`config.mk`:
```
export PLATFORM = sky130hd
export DESIGN_NAME = dma_controller_flat
export DESIGN_NICKNAME = d
export VERILOG_FILES = /design/src/rtl/dma_if.sv /design/src/rtl/dma_controller.sv /design/src/flat_wrapper.sv
export SDC_FILE = /design/constraint.sdc
export NUM_CORES = 1
export LEC_CHECK = 0
export ABC_CLOCK_PERIOD_IN_PS = 2000
export BUFFER_PORTS_ARGS = -buffer_cell sky130_fd_sc_hd__clkbuf_2
export CORE_ASPECT_RATIO = 0.9
export CORE_UTILIZATION = 40
export CTS_BUF_LIST = sky130_fd_sc_hd__clkbuf_2
export CTS_CLUSTER_DIAMETER = 200
export DETAILED_ROUTE_END_ITERATION = 8
export MAX_ROUTING_LAYER = met4
export PLACE_DENSITY_LB_ADDON = 0.12
export SYNTH_ARGS = -nofsm -noshare
export SYNTH_HDL_FRONTEND = slang
export SYNTH_SLANG_ARGS = --single-unit
export TNS_END_PERCENT = 50
```
`constraint.sdc`:
```
create_clock -name clk -period 2 [get_ports clk]
set_clock_uncertainty 0.1 [all_clocks]
set_input_delay 0.3 -clock clk [delete_from_list [all_inputs] [get_ports clk]]
set_output_delay 0.3 -clock clk [all_outputs]
set_load 0.01 [all_outputs]
```
`src/rtl/dma_if.sv`:
```
// Bus bundle between the DMA engine and its CPU, device and memory neighbours.
// The master side is the DMA controller; the slave side is whatever drives it.
interface dma_if #(
  parameter int WORD_SIZE   = 16,
  parameter int BLOCK_WORDS = 4
);
  logic                          cmd_valid;
  logic [WORD_SIZE-1:0]          cmd_addr;
  logic                          cmd_ready;
  logic                          BR;
  logic                          BG;
  logic                          dev_req;
  logic [3:0]                    dev_offset;
  logic [WORD_SIZE-1:0]          dev_data;
  logic                          mem_write;
  logic [WORD_SIZE-1:0]          mem_addr;
  logic [BLOCK_WORDS*WORD_SIZE-1:0] mem_data;
  logic                          mem_ready;
  logic [3:0]                    dma_counter;
  logic                          dma_done;

  modport master (
    input  cmd_valid, cmd_addr, BG, dev_data, mem_ready,
    output cmd_ready, BR, dev_req, dev_offset, mem_write, mem_addr, mem_data,
           dma_counter, dma_done
  );

  modport slave (
    output cmd_valid, cmd_addr, BG, dev_data, mem_ready,
    input  cmd_ready, BR, dev_req, dev_offset, mem_write, mem_addr, mem_data,
           dma_counter, dma_done
  );
endinterface

```
`src/rtl/dma_controller.sv`:
```
// Block-gathering DMA engine: pulls DMA_LENGTH device words, BLOCK_WORDS at a time,
// and commits each block to memory with a single write while holding the bus.
module dma_controller #(
  parameter int WORD_SIZE   = 16,
  parameter int DMA_LENGTH  = 12,
  parameter int BLOCK_WORDS = 4
) (
  input  logic   clk,
  input  logic   reset_n,
  dma_if.master  bus
);

  localparam int OFFS_W     = $clog2(BLOCK_WORDS);
  localparam int NUM_BURSTS = DMA_LENGTH / BLOCK_WORDS;
  localparam int BURST_W    = (NUM_BURSTS > 1) ? $clog2(NUM_BURSTS) : 1;
  localparam logic [WORD_SIZE-1:0] ADDR_MASK = ~WORD_SIZE'((1 << OFFS_W) - 1);

  typedef enum logic [2:0] {
    IDLE,
    REQ,
    GATHER,
    WRITE,
    DONE
  } state_t;

  state_t state, state_next;

  logic [WORD_SIZE-1:0] base;
  logic [3:0]           index;
  logic [BURST_W-1:0]   burst;
  logic [3:0]           counter;
  logic [WORD_SIZE-1:0] buffer [BLOCK_WORDS];

  logic accept, capture, commit, slot_last, burst_last;

  assign accept     = (state == IDLE)   && bus.cmd_valid;
  assign capture    = (state == GATHER) && bus.BG;
  assign commit     = (state == WRITE)  && bus.BG && bus.mem_ready;
  assign slot_last  = index[OFFS_W-1:0] == OFFS_W'(BLOCK_WORDS - 1);
  assign burst_last = burst == BURST_W'(NUM_BURSTS - 1);

  // NOTE: sequential state uses non-blocking assignments so every register
  // samples its inputs from the same edge, independent of block ordering.
  always_ff @(posedge clk or negedge reset_n) begin
    if (!reset_n) state <= IDLE;
    else          state <= state_next;
  end

  always_comb begin
    state_next = state;
    unique case (state)
      IDLE:    if (bus.cmd_valid)        state_next = REQ;
      REQ:     if (bus.BG)               state_next = GATHER;
      GATHER:  if (capture && slot_last) state_next = WRITE;
      WRITE:   if (commit)               state_next = burst_last ? DONE : GATHER;
      DONE:                              state_next = IDLE;
      default:                           state_next = IDLE;
    endcase
  end

  // Bus-facing strobes; dev_req and mem_write follow BG so a withdrawn grant
  // stalls the bus in the same cycle.
  always_comb begin
    // NOTE: every output gets a default before the case, so no path leaves
    // one unassigned and no latch is inferred.
    bus.cmd_ready = 1'b0;
    bus.BR        = 1'b0;
    bus.dev_req   = 1'b0;
    bus.mem_write = 1'b0;
    bus.dma_done  = 1'b0;
    unique case (state)
      IDLE:   bus.cmd_ready = 1'b1;
      REQ:    bus.BR        = 1'b1;
      GATHER: begin
        bus.BR      = 1'b1;
        bus.dev_req = bus.BG;
      end
      WRITE: begin
        bus.BR        = 1'b1;
        bus.mem_write = bus.BG;
      end
      DONE:   bus.dma_done = 1'b1;
      default: ;
    endcase
  end

  always_ff @(posedge clk or negedge reset_n) begin
    if (!reset_n) begin
      base    <= '0;
      index   <= '0;
      burst   <= '0;
      counter <= '0;
      // NOTE: the gather buffer is only BLOCK_WORDS registers, so it is reset
      // like the rest; mem_data must read zero straight out of reset.
      for (int i = 0; i < BLOCK_WORDS; i++) buffer[i] <= '0;
    end else begin
      if (accept) begin
        base    <= bus.cmd_addr & ADDR_MASK;
        index   <= '0;
        burst   <= '0;
        counter <= '0;
      end
      if (capture) begin
        buffer[index[OFFS_W-1:0]] <= bus.dev_data;
        index                     <= index + 4'd1;
      end
      // The final commit reports DMA_LENGTH-1, the value the CPU stall logic waits for.
      if (commit) begin
        burst   <= burst + BURST_W'(1);
        counter <= burst_last ? 4'(DMA_LENGTH - 1) : counter + 4'(BLOCK_WORDS);
      end
    end
  end

  assign bus.dev_offset  = index;
  assign bus.dma_counter = counter;
  assign bus.mem_addr    = base + (WORD_SIZE'(burst) << OFFS_W);

  always_comb begin
    bus.mem_data = '0;
    for (int i = 0; i < BLOCK_WORDS; i++)
      bus.mem_data[i*WORD_SIZE +: WORD_SIZE] = buffer[i];
  end

endmodule

```
`src/flat_wrapper.sv`:
```
// flat-port wrapper written by rule: the top's interface ports become plain ports
module dma_controller_flat 
#(
  parameter int WORD_SIZE   = 16,
  parameter int DMA_LENGTH  = 12,
  parameter int BLOCK_WORDS = 4
)
  (clk, reset_n, bus_cmd_valid, bus_cmd_addr, bus_BG, bus_dev_data, bus_mem_ready, bus_cmd_ready, bus_BR, bus_dev_req, bus_dev_offset, bus_mem_write, bus_mem_addr, bus_mem_data, bus_dma_counter, bus_dma_done);
  dma_if #(.WORD_SIZE(WORD_SIZE), .BLOCK_WORDS(BLOCK_WORDS)) bus_i ();
  input  logic clk;
  input  logic reset_n;
  input wire logic [$bits(bus_i.cmd_valid)-1:0] bus_cmd_valid;
  input wire logic [$bits(bus_i.cmd_addr)-1:0] bus_cmd_addr;
  input wire logic [$bits(bus_i.BG)-1:0] bus_BG;
  input wire logic [$bits(bus_i.dev_data)-1:0] bus_dev_data;
  input wire logic [$bits(bus_i.mem_ready)-1:0] bus_mem_ready;
  output wire logic [$bits(bus_i.cmd_ready)-1:0] bus_cmd_ready;
  output wire logic [$bits(bus_i.BR)-1:0] bus_BR;
  output wire logic [$bits(bus_i.dev_req)-1:0] bus_dev_req;
  output wire logic [$bits(bus_i.dev_offset)-1:0] bus_dev_offset;
  output wire logic [$bits(bus_i.mem_write)-1:0] bus_mem_write;
  output wire logic [$bits(bus_i.mem_addr)-1:0] bus_mem_addr;
  output wire logic [$bits(bus_i.mem_data)-1:0] bus_mem_data;
  output wire logic [$bits(bus_i.dma_counter)-1:0] bus_dma_counter;
  output wire logic [$bits(bus_i.dma_done)-1:0] bus_dma_done;
  assign bus_i.cmd_valid = bus_cmd_valid;
  assign bus_i.cmd_addr = bus_cmd_addr;
  assign bus_i.BG = bus_BG;
  assign bus_i.dev_data = bus_dev_data;
  assign bus_i.mem_ready = bus_mem_ready;
  assign bus_cmd_ready = bus_i.cmd_ready;
  assign bus_BR = bus_i.BR;
  assign bus_dev_req = bus_i.dev_req;
  assign bus_dev_offset = bus_i.dev_offset;
  assign bus_mem_write = bus_i.mem_write;
  assign bus_mem_addr = bus_i.mem_addr;
  assign bus_mem_data = bus_i.mem_data;
  assign bus_dma_counter = bus_i.dma_counter;
  assign bus_dma_done = bus_i.dma_done;
  dma_controller #(.WORD_SIZE(WORD_SIZE), .DMA_LENGTH(DMA_LENGTH), .BLOCK_WORDS(BLOCK_WORDS)) u_core (.clk(clk), .reset_n(reset_n), .bus(bus_i));
endmodule
```
## Word level (Yosys, flattened, before mapping)

Cells that the tools add are included.

- Latch bits: 0
- Bits of input ports: 37
- Bits in read-only memories: 0
- Register bits after elaboration: 91
- Output and inout bits: 93
- Memory bits (writable): 0
- Memories: 0

- Multiply operators: 0
- Add/subtract/negate cells: 4
- Mux-type cells: 20
- Eq/ne operators: 10
- Order comparisons: 2
- Shifts and indexed selects: 0
- Reductions and logical operators: 11
- Divide/modulo/power cells: 0
- Bitwise operators: 1

Operator list:

| cell | number |
|---|---|
| 64-bit bitwise mux | 1 |
| 16-bit demux with 2-bit select | 1 |
| 16-bit by 4-bit adder with 16-bit output | 1 |
| 16-bit 2-to-1 mux | 1 |
| 4-bit 2-to-1 mux | 4 |
| 3-bit 2-to-1 mux | 5 |
| 3-bit case mux with 4 select lines | 1 |
| 3-bit by 2-bit equality test with 1-bit output (second input constant) | 2 |
| 1-bit logical AND | 6 |
| 2-bit inequality test (second input constant) | 3 |
| 1-bit 2-to-1 mux | 5 |
| 4-bit by 1-bit adder with 4-bit output (second input constant) | 1 |
| 4-bit by 3-bit adder with 4-bit output (second input constant) | 1 |
| 2-bit equality test (second input constant) | 2 |
| 2-bit 2-to-1 mux | 2 |
| 4-bit AND reduction | 1 |
| 2-bit nonzero test | 2 |
| 3-bit by 1-bit equality test with 1-bit output (second input constant) | 1 |
| 3-bit equality test (second input constant) | 1 |
| 3-bit greater-or-equal comparator (second input constant) | 1 |
| 3-bit zero test | 1 |
| 3-bit by 1-bit less-than comparator with 1-bit output (second input constant) | 1 |
| 2-bit NOT with 3-bit output | 1 |
| 3-bit OR reduction | 1 |
| 2 further kinds | 2 |

## Logic depth before layout (Yosys ltp)

- Depth in word-level cells: 6
- Depth in mapped cells: 7
- Mapped depth without buffers: 6

## Worst setup path after synthesis

Ideal clock, no wire load.

- Kind: reg2out
- From: register u_core.burst[0]
- To: output bus_mem_addr[14]
- Data arrival time: 1.710 ns
- Required time: 1.600 ns
- Path buffers: 1
- Cell stages (with the launch flop): 8
- Setup slack: -0.110 ns
- Cell sequence: dfrtp_1 > ha_1 > inv_1 > fa_1 > and3b_1 > clkbuf_1 > nand4_1 > xnor2_1

- Word-level cells in the longest chain between the ends: 1

Ends and longest elaborated chain:

| element | line | RTL |
|---|---|---|
| start, declared | dma_controller.sv:30 | `logic [BURST_W-1:0] burst;` |
| start signal, assigned | dma_controller.sv:109 | `burst <= burst + BURST_W'(1);` |
| 16-bit by 4-bit adder with 16-bit output | dma_controller.sv:117 | `assign bus.mem_addr = base + (WORD_SIZE'(burst) << OFFS_W);` |
| end, declared | flat_wrapper.sv:22 | `output wire logic [$bits(bus_i.mem_addr)-1:0] bus_mem_addr;` |

No other way between the ends.

## Worst setup path in the final report

- From: register u_core.base[2]
- To: output bus_mem_addr[14]

- Word-level cells in the longest chain between the ends: 1

Ends and longest elaborated chain:

| element | line | RTL |
|---|---|---|
| start, declared | dma_controller.sv:28 | `logic [WORD_SIZE-1:0] base;` |
| start signal, assigned | dma_controller.sv:98 | `base <= bus.cmd_addr & ADDR_MASK;` |
| 16-bit by 4-bit adder with 16-bit output | dma_controller.sv:117 |  |

No other way between the ends.

==> reports/results.ini <==
[power_and_ir_drop]
powerDensity_mw_per_mm2 = 1426
clock_power_share_pct = 12.9
combPwrFrac_pct = 45.6
p_sw_share_pct = 36.35
switching_power_uw = 2852
p_leak_uw = 0.002965
intPower_uw = 4993
seqPwrFrac_pct = 41.5
peakVddDrop_mv = 0.7023

[synth]
yosysSeqAreaShare_pct = 54.66
synth-seq-cells = 90
synth-main-ff-cell = dfrtp_1
yosys_warnings = 0
syn_area_per_cell_um2 = 13.42
synthDistinctLibCells = 43
ys_async_sr_fraction_pct = 100.0
netlist_area_mm2 = 0.004120
synth_enable_flop_cells = 0
synthCells = 307

[drt]
drcViolationCount = 0
drtAntennaViolNets = 0
finalWirelength_um = 9151
first_pass_iters = 4
vias_per_cell = 4.784
wl_per_cell_um = 15.10
drtIter0Drc = 86
num_vias = 2899

[timing]
rsz0062_at_grt = yes
fmax_mhz = 380.5
hold_viol = 0
setup_violations = 15
period_minus_slack_ns = 2.628
finalSetupTns_ns = -5.791
slew_viol_final = 0
fin_crit_sh_pct = 131.4
setup_ws_ns = -0.6283

[clock_network]
cts_buffer_depth = 2
insertion_delay_ns = 0.53
cts_buffers = 9
cts_root_buf = clkbuf_2
h-tree-depth = 3
cts_tree = built
clock-sinks = 90
clk_pin_slew_ns = 0.24

[final_layout]
nNetsFinal = 520
multiInputGateArea_mm2 = 0.001814
n_antenna_cell = 0
drive_gt1_share_pct = 51.25
regArea_mm2 = 0.002255
fill_cells = 877
area_growth_pct = 33.56

[placed_design]
dp.final_hpwl_um = 6107
portBuffers = 125
globalplace.congestion = 0.7486
dpl_worst_slack_ns = -0.1264

[worst_setup_path]
crit_type = reg -> out
end_kind = output pin
critPathRequiredTime_ns = 1.60
arrival_ns = 2.23
cp-start-kind = flop
critical_path.max_fanout = 5

[floorplan]
dieWidth_um = 109.0
fp.dieH_um = 98.29
ios = 130
fp-row-count = 34
coreArea_mm2 = 0.009827
start_util_pct = 41.93
dieArea_mm2 = 0.01071

[global_routing]
overflow = 0
grt_pass1_wl_um = 14390
antenna_found_initial = 0
grt_util_all_layers_pct = 18.28
grt_start_max_net_pins = 37
grt_pass1_vias = 2805

[outcome]
violations = setup timing
outcome = finished with violations

[flow_run]
cap_violations = 0

[hold_path]
hp-class = in -> reg

[worst max-delay path: stages, from the launching register on]
cell and delay (ns):
dfrtp_1 0.41, ha_2 0.19, inv_2 0.04, fa_2 0.33, and3b_2 0.30, nand4_1 0.14
xnor2_2 0.16, buf_2 0.14
[cell usage after synthesis (all sizes together) (5+ instances only)]
library cell / count / share of area, %
dfrtp: 90 / 55
mux2: 65 / 21
nand2: 51 / 5.4
buf: 12 / 2.4
xnor2: 8 / 1.7
ha: 7 / 2.1
inv: 7 / 0.64
clkbuf: 6 / 0.55
a21o: 5 / 0.91
nand3: 5 / 0.61
nand4: 5 / 0.76
[power by group through the flow]
stage               Sequential (µW)  Clock, µW  Combinational [µW]
CTS                            3240       1070                3560
detailed placement             3270          0                3360
finish                         3250       1010                3580
global route                   3370       1150                3880
global placement               3250          0                3320
floorplan                      3480          0                1830
[stage by stage]
| stage | total power [µW] | utilization (%) | area (µm²) | hold slack, ns | instances |
|---|---|---|---|---|---|
| floorplan | 5313 | - | 4138 | -0.09559 | 308 |
| finish | 7845 | 56.00 | 5503 | 0.05839 | 606 |
| global route | 8393 | 56.00 | 5503 | 0.02270 | 606 |
| global placement | 6572 | 49.90 | 4903 | 0.1986 | 553 |
| CTS | 7868 | 55.59 | 5463 | 0.004635 | 605 |
| detailed placement | 6633 | 49.90 | 4903 | 0.1979 | 553 |
[final timing paths]
kind,to,slack [ns],start,cells past startpoint
min in group asynchronous,u_core.bus.mem_data[39],0.13,reset_n,2
hold reg to reg,u_core.bus.dev_offset[3],0.39,u_core.bus.dev_offset[3],1
max in group asynchronous,u_core.base[4],1.10,reset_n,3
setup reg to reg,u_core.bus.mem_data[42],0.21,u_core.state[0],4
setup / recovery,bus_mem_addr[14],-0.63,u_core.base[2],7
hold / removal,u_core.state[1],0.06,bus_BG,3
[cells in the final DEF, fill, tap and decap left out, types with 5 or more instances in the layout]
master           n
clkbuf_2       121
dfrtp_1         88
nand2_1         47
buf_6            6
buf_2           12
xnor2_1          6
buf_4           10
inv_1            6
nand4_1          5
mux2_4          39
a21o_1           5
mux2_2          26
dlygate4sd3_1   34
ha_1             5
[flip-flops by register name (all words and copies together) (netlist names)]
name,count
u_core.state,3
u_core.bus.dev_offset,4
u_core.bus.dma_counter,3
u_core.burst,2
u_core.bus.mem_data,64
u_core.base,14
[cell type report]
| class | instances | share of cell area (%) |
|---|---|---|
| Tap cell | 126 | 2.865 |
| Timing Repair Buffer | 174 | 20.33 |
| Clock inverter | 6 | 1.478 |
| Sequential cell | 90 | 40.97 |
| Clock buffer | 10 | 0.9095 |
| Inverter | 7 | 0.4775 |
| Multi-Input combinational cell | 193 | 32.97 |
[kinds of logic after synthesis]
group,after synthesis,synth area share (%)
simple gates,84,10.96
other cells,1,0.09101
buf+inv,25,3.583
xor+xnor,12,2.551
compound gates,20,3.735
flops,90,54.66
fa+ha+maj,8,2.612
mux,67,21.80
[per-layer routing]
| layer | up-vias | share of wire [%] | GRT usage (%) |
|---|---|---|---|
| met3 | 8 | 4.4 | 4.206 |
| li1 | 1396 | - | - |
| met2 | 81 | 46 | 27.09 |
| met4 | 0 | 1.0 | 4.990 |
| met5 | - | 0 | - |
| met1 | 1414 | 49 | 25.04 |
[timing repair]
item	CTS	global route
hold buffers	34	0
endpoints found under the setup margin	18	17
pin swaps	10	7
buffers inserted	3	1
endpoints found under the hold margin	172	0
gates resized for setup	16	21
Note: power is estimated with default switching activity, not from simulation.
